**src/rtl/bus_master_port.sv**
```systemverilog
// rtl/bus_master_port.sv - bstart/bdone bus initiator: one core request per bus transaction
module bus_master_port #(
  parameter int TIMEOUT = 255,
  parameter int ADDR_W  = 32
) (
  input  logic              clk,
  input  logic              rst_n,
  input  logic              req_valid,
  output logic              req_ready,
  input  logic              req_write,
  input  logic [1:0]        req_size,
  input  logic              req_signed,
  input  logic [ADDR_W-1:0] req_addr,
  input  logic [31:0]       req_wdata,
  output logic              resp_valid,
  output logic [31:0]       resp_rdata,
  output logic              resp_error,
  output logic              bstart,
  output logic              ss,
  output logic              ttype,
  output logic [1:0]        tsize,
  output logic [ADDR_W-1:0] addr,
  output logic [31:0]       wdata,
  input  logic [31:0]       rdata,
  input  logic              bdone
);

  // Counter wide enough to reach TIMEOUT-1; LAST is the count at which an unanswered transaction aborts.
  localparam int CW = (TIMEOUT > 1) ? $clog2(TIMEOUT) : 1;
  localparam logic [CW-1:0] LAST = CW'((TIMEOUT > 0) ? TIMEOUT - 1 : 0);

  typedef enum logic [1:0] {S_IDLE, S_START, S_WAIT, S_RESP} state_t;

  state_t            r_state;
  state_t            w_next;
  logic              r_write;
  logic [1:0]        r_size;
  logic              r_signed;
  logic [ADDR_W-1:0] r_addr;
  logic [31:0]       r_wdata;
  logic [31:0]       r_rdata;
  logic              r_error;
  logic [CW-1:0]     r_cnt;

  logic              w_accept;
  logic              w_misaligned;
  logic              w_on_bus;
  logic              w_timeout;
  logic [31:0]       w_repl;
  logic [7:0]        w_byte;
  logic [15:0]       w_half;
  logic [31:0]       w_ext;

  assign w_accept     = req_valid && (r_state == S_IDLE);
  assign w_misaligned = (req_size == 2'd3) ||
                        ((req_size == 2'd1) && req_addr[0]) ||
                        ((req_size == 2'd2) && (req_addr[1:0] != 2'b00));
  assign w_on_bus     = (r_state == S_START) || (r_state == S_WAIT);
  assign w_timeout    = (TIMEOUT != 0) && (r_cnt == LAST);

  // Store data is replicated across every lane so the slave can pick its lane by address.
  always_comb begin
    w_repl = req_wdata;
    case (req_size)
      2'd0:    w_repl = {4{req_wdata[7:0]}};
      2'd1:    w_repl = {2{req_wdata[15:0]}};
      default: w_repl = req_wdata;
    endcase
  end

  // Pick the addressed lane(s) out of the slave data and extend to 32 bits.
  always_comb begin
    w_byte = rdata[7:0];
    case (r_addr[1:0])
      2'd0:    w_byte = rdata[7:0];
      2'd1:    w_byte = rdata[15:8];
      2'd2:    w_byte = rdata[23:16];
      default: w_byte = rdata[31:24];
    endcase
    w_half = r_addr[1] ? rdata[31:16] : rdata[15:0];
    case (r_size)
      2'd0:    w_ext = {{24{r_signed & w_byte[7]}}, w_byte};
      2'd1:    w_ext = {{16{r_signed & w_half[15]}}, w_half};
      default: w_ext = rdata;
    endcase
  end

  // State register.
  always_ff @(posedge clk) begin
    if (!rst_n) r_state <= S_IDLE;
    else        r_state <= w_next;
  end

  // Next-state logic; a misaligned request skips the bus and goes straight to the response.
  always_comb begin
    w_next = r_state;
    case (r_state)
      S_IDLE:  if (req_valid) w_next = w_misaligned ? S_RESP : S_START;
      S_START: w_next = (bdone || w_timeout) ? S_RESP : S_WAIT;
      S_WAIT:  if (bdone || w_timeout) w_next = S_RESP;
      default: w_next = S_IDLE;
    endcase
  end

  // Request latch, read capture on the bdone cycle, and the timeout counter.
  always_ff @(posedge clk) begin
    if (!rst_n) begin
      r_write  <= 1'b0;
      r_size   <= 2'd0;
      r_signed <= 1'b0;
      r_addr   <= '0;
      r_wdata  <= 32'd0;
      r_rdata  <= 32'd0;
      r_error  <= 1'b0;
      r_cnt    <= '0;
    end else if (w_accept) begin
      r_write  <= req_write;
      r_size   <= req_size;
      r_signed <= req_signed;
      r_addr   <= req_addr;
      r_wdata  <= w_repl;
      r_rdata  <= 32'd0;
      r_error  <= w_misaligned;
      r_cnt    <= '0;
    end else if (w_on_bus) begin
      if (bdone) begin
        r_rdata <= r_write ? 32'd0 : w_ext;
      end else begin
        r_cnt <= r_cnt + 1'b1;
        if (w_timeout) r_error <= 1'b1;
      end
    end
  end

  assign req_ready  = (r_state == S_IDLE);
  assign resp_valid = (r_state == S_RESP);
  assign resp_rdata = resp_valid ? r_rdata : 32'd0;
  assign resp_error = resp_valid & r_error;
  assign bstart     = (r_state == S_START);
  assign ss         = w_on_bus;
  assign ttype      = w_on_bus & r_write;
  assign tsize      = w_on_bus ? r_size : 2'd0;
  assign addr       = w_on_bus ? r_addr : '0;
  assign wdata      = w_on_bus ? r_wdata : 32'd0;

endmodule

```
**config.mk**
```make
export PLATFORM = sky130hd
export DESIGN_NAME = bus_master_port
export DESIGN_NICKNAME = d
export VERILOG_FILES = /design/src/rtl/bus_master_port.sv
export SDC_FILE = /design/constraint.sdc
export NUM_CORES = 1
export LEC_CHECK = 0
export ABC_AREA = 0
export CORE_ASPECT_RATIO = 0.8
export CORE_MARGIN = 8
export CORE_UTILIZATION = 40
export DETAILED_ROUTE_END_ITERATION = 7
export PLACE_DENSITY = 0.82
export SLEW_MARGIN = 30
export SYNTH_ARGS = -nofsm -noshare
export SYNTH_HDL_FRONTEND = slang
export SYNTH_SLANG_ARGS = --single-unit
export TNS_END_PERCENT = 5
```
**constraint.sdc**
```tcl
create_clock -name clk -period 1.9 [get_ports clk]
set_input_delay 0.19 -clock clk [delete_from_list [all_inputs] [get_ports clk]]
set_output_delay 0.19 -clock clk [all_outputs]
set_load 0.02 [all_outputs]
```
==> key figures <==
Global routing
  • Largest net degree at the start of global routing: 73
  • Global-route wire length before repair: 29,800 µm
  • Via count of the first global-routing pass: 5,576
  • Initial antenna violation count: 0
  • GR Overflow Total: 0
  • Global router's overall resource usage: 0.200

Placement
  • Gp weighted congestion: 0.842
  • Placed insts: 1,096
  • Post-DP HPWL: 14,200 µm
  • Place WS: -56.9 ps
  • PortBufs: 207

STA
  • Max Transition Viols Final: 0
  • Hold Violations, Final: 0
  • Ratio of final minimum period to clock period: 0.988
  • Maximum clock frequency: 533 MHz
  • Post-Route Hold Slack: 374 ps
  • Worst-case headroom to the max-slew limit: 0.565
  • Minimum period implied by the final worst setup slack: 1880 ps
  • Number of setup violations in the final report: 0
  • Worst setup skew after layout: 7.24 ps
  • RSZ-0062 raised after global routing: true
  • Smallest setup slack after layout: 22.1 ps
  • Worst slew pin tran: 653 ps

Logic synthesis
  • Share of the yosys chip area belonging to registers: 0.382
  • Share of the synthesized area in the top cell type: 0.382
  • Main area contributors after synthesis: dfxtp_1 (38%), and2_1 (11%), nand2_1 (11%)
  • Distinct cell type count after synthesis: 44
  • Synth warn: 0
  • Library cell occupying the most area in the post-synthesis netlist: dfxtp_1
  • Number of enable-type register cells in the synthesized netlist: 0
  • Average instance area after synthesis: 8.00 µm²
  • Post-synth net total: 838
  • Post-synthesis sequential element count: 111
  • Cell count after synthesis: 728
  • Post-synth ARST share: 0
  • Post-Syn Area: 5820 µm²
  • Primary flip-flop cell chosen by synthesis mapping: dfxtp_1

Die
  • Die outline width: 151 µm
  • Die ar.: 18,700 µm²
  • Initial cell density of the core: 0.409
  • Chip height: 124 µm
  • I/O pin cnt: 208
  • Core footprint: 14,200 µm²
  • Number of rows created at floorplan: 39

Clock tree
  • Clock edge transition at the registers on the reported setup and hold paths: 80 ps
  • Num Clock Sinks: 111
  • Maximum buffer depth of the clock tree: 2
  • Cts-stage hold buffer count: 0
  • H-tree depth: 3
  • Clock tree from TritonCTS: built
  • Clk root buf: clkbuf_16
  • Num CTS Buffers: 9
  • Worst-skew pair later-pin latency: 360 ps

Critical path
  • CP Launch Type: register
  • Critical path required time: 1710 ps
  • Reg-to-reg startpoint: r_state[0]$_SDFFE_PN0P_
  • Register-to-Register Setup Slack: 150 ps
  • Arrival time reported for the critical path endpoint: 1690 ps
  • Sort of element at the end of the critical path: primary output
  • Critical path fanouts, max: 9
  • Critical register-to-register path endpoint: r_cnt[1]$_SDFFE_PP0P_
  • Number of cells on the worst reg-to-reg path: 7
  • Category of the most critical setup path: reg2out

Min path
  • Hold Crit Depth: 3
  • Hold Path End: r_addr[9]$_SDFFE_PN0P_
  • Worst Hold Launch: req_addr[9]
  • Worst hold path class: in2reg

Power and ir drop
  • Switching part of the total: 0.372
  • Areal power density over the cells: 1050 nW/µm²
  • Static leakage: 3.57 nW
  • Internal power of the cells: 5.37 mW
  • Clock power frac: 0.240
  • Combinational fraction of design power: 0.413
  • Peak supply drop: 0.630 mV
  • Tot Pwr: 8.54 mW
  • Net switching power figure: 3.17 mW
  • Sequential fraction of design power: 0.347

Detailed routing
  • WL/cell: 17.0 µm
  • Routed wire length: 18,900 µm
  • Via-to-Cell Ratio: 5.15
  • DRC viols: 0
  • Iteration-0 DRC count of the detailed router: 288
  • Post-DRT Antenna Nets: 0
  • Number of vias in the routed layout: 5,732
  • TritonRoute pass-1 iters: 4

Cells and area
  • Net count, final: 1,033
  • Number of inserted diodes: 0
  • Signed area change from the synthesized netlist to the final layout: 39.7%
  • Fraction of layout instances using a drive strength above 1: 0.179
  • Final core occ: 0.571
  • Non-filler cells in the finished layout: 1,112

Status
  • Outcome: completed

Flow run
  • Max-capacitance violation count: 0
flip-flops by register name (all words and copies together), names as in the netlist:
name	flops
r_cnt	8
r_error	1
r_addr	32
r_signed	1
r_state	2
r_size	2
r_rdata	32
r_wdata	32
r_write	1
layout make-up:
class | count | area [µm²]
repair buffers | 245 | 1990
clock buffers | 9 | 225
well taps | 184 | 230
flip-flops and latches | 111 | 2220
multi-input cells | 545 | 3320
fillers | 1376 | 6120
inverters | 11 | 41.3
clock inverters | 7 | 96.3
power by group through the flow:
stage	combinational (mW)	clock, mW	sequential (mW)
finish	3.53	2.05	2.96
detailed placement	3.74	0	3.00
floorplan	2.13	0	2.91
CTS	3.68	2.10	2.95
global placement	3.68	0	2.99
global route	3.88	2.19	3.00
kinds of logic after synthesis:
group | Yosys count | synth area share
buffers and inverters | 72 | 0.0503
adder cells (fa/ha/maj) | 6 | 0.0129
multiplexers | 27 | 0.0507
XOR/XNOR | 7 | 0.0105
AND/OR/NAND/NOR | 326 | 0.275
AO/OA/AOI/OAI | 179 | 0.219
flip-flops | 111 | 0.382
routing by layer:
layer | GRT usage | part of all wire | wire (µm)
met1 | 0.253 | 0.43 | 8070
met2 | 0.319 | 0.46 | 8700
met3 | 0.0813 | 0.10 | 1980
met4 | 0.0389 | 0.010 | 191
met5 | 0 | 0 | 0
cell usage in the layout, fill, tap and decap left out, drive strengths merged, types with 20 or more instances in the layout:
master         synthesis  routed
nand2                167     167
dfxtp                111     111
clkdlybuf4s50          0     103
and2                 101     101
buf                   15      88
a21boi                52      52
clkbuf                46      51
o21ai                 51      51
mux2i                 25      25
a21oi                 20      20
worst max-delay path, cell delays in order (launching register included):
cell and delay (ps):
dfxtp_1 340, inv_1 90, ha_4 320, buf_4 180, and2_1 150, clkdlybuf4s15_2 260
stage by stage:
stage	instance area (µm²)	setup TNS [ps]
after global routing	8130	-439
after detailed placement	8250	-809
after CTS	8580	0
after global placement	8250	-70.5
final	8130	0
after floorplan	5820	0
cell usage after synthesis, drive strengths merged (8+ instances only):
library cell	instances
inv	11
o211a	16
a21oi	20
buf	15
clkbuf	46
a211oi	10
a21boi	52
dfxtp	111
nor2	13
and2	101
nand2	167
nand2b	8
nor3	8
a32o	8
mux2i	25
o21ai	51
nand3	9
how the worst max path moves through the flow:
stage | to | slack [ps] | startpoint | depth (start not counted)
2_1_floorplan | wdata[11] | 7 | r_state[0]$_SDFFE_PN0P_ | 6
3_3_place_gp | addr[5] | -30 | r_state[1]$_SDFFE_PN0P_ | 5
3_5_place_dp | r_rdata[13]$_SDFFE_PP0P_ | -60 | rdata[23] | 5
4_1_cts | wdata[21] | 1 | r_state[0]$_SDFFE_PN0P_ | 5
5_1_grt | ttype | -70 | r_state[0]$_SDFFE_PN0P_ | 5
6_report | ttype | 20 | r_state[0]$_SDFFE_PN0P_ | 5
repair_timing:
item / in CTS / in global routing
buffers inserted: 0 / 0
gates resized for setup: 240 / 116
pin swaps: 0 / 1
setup endpoints to repair: 103 / 96
Power figures use the tool's default switching activity.
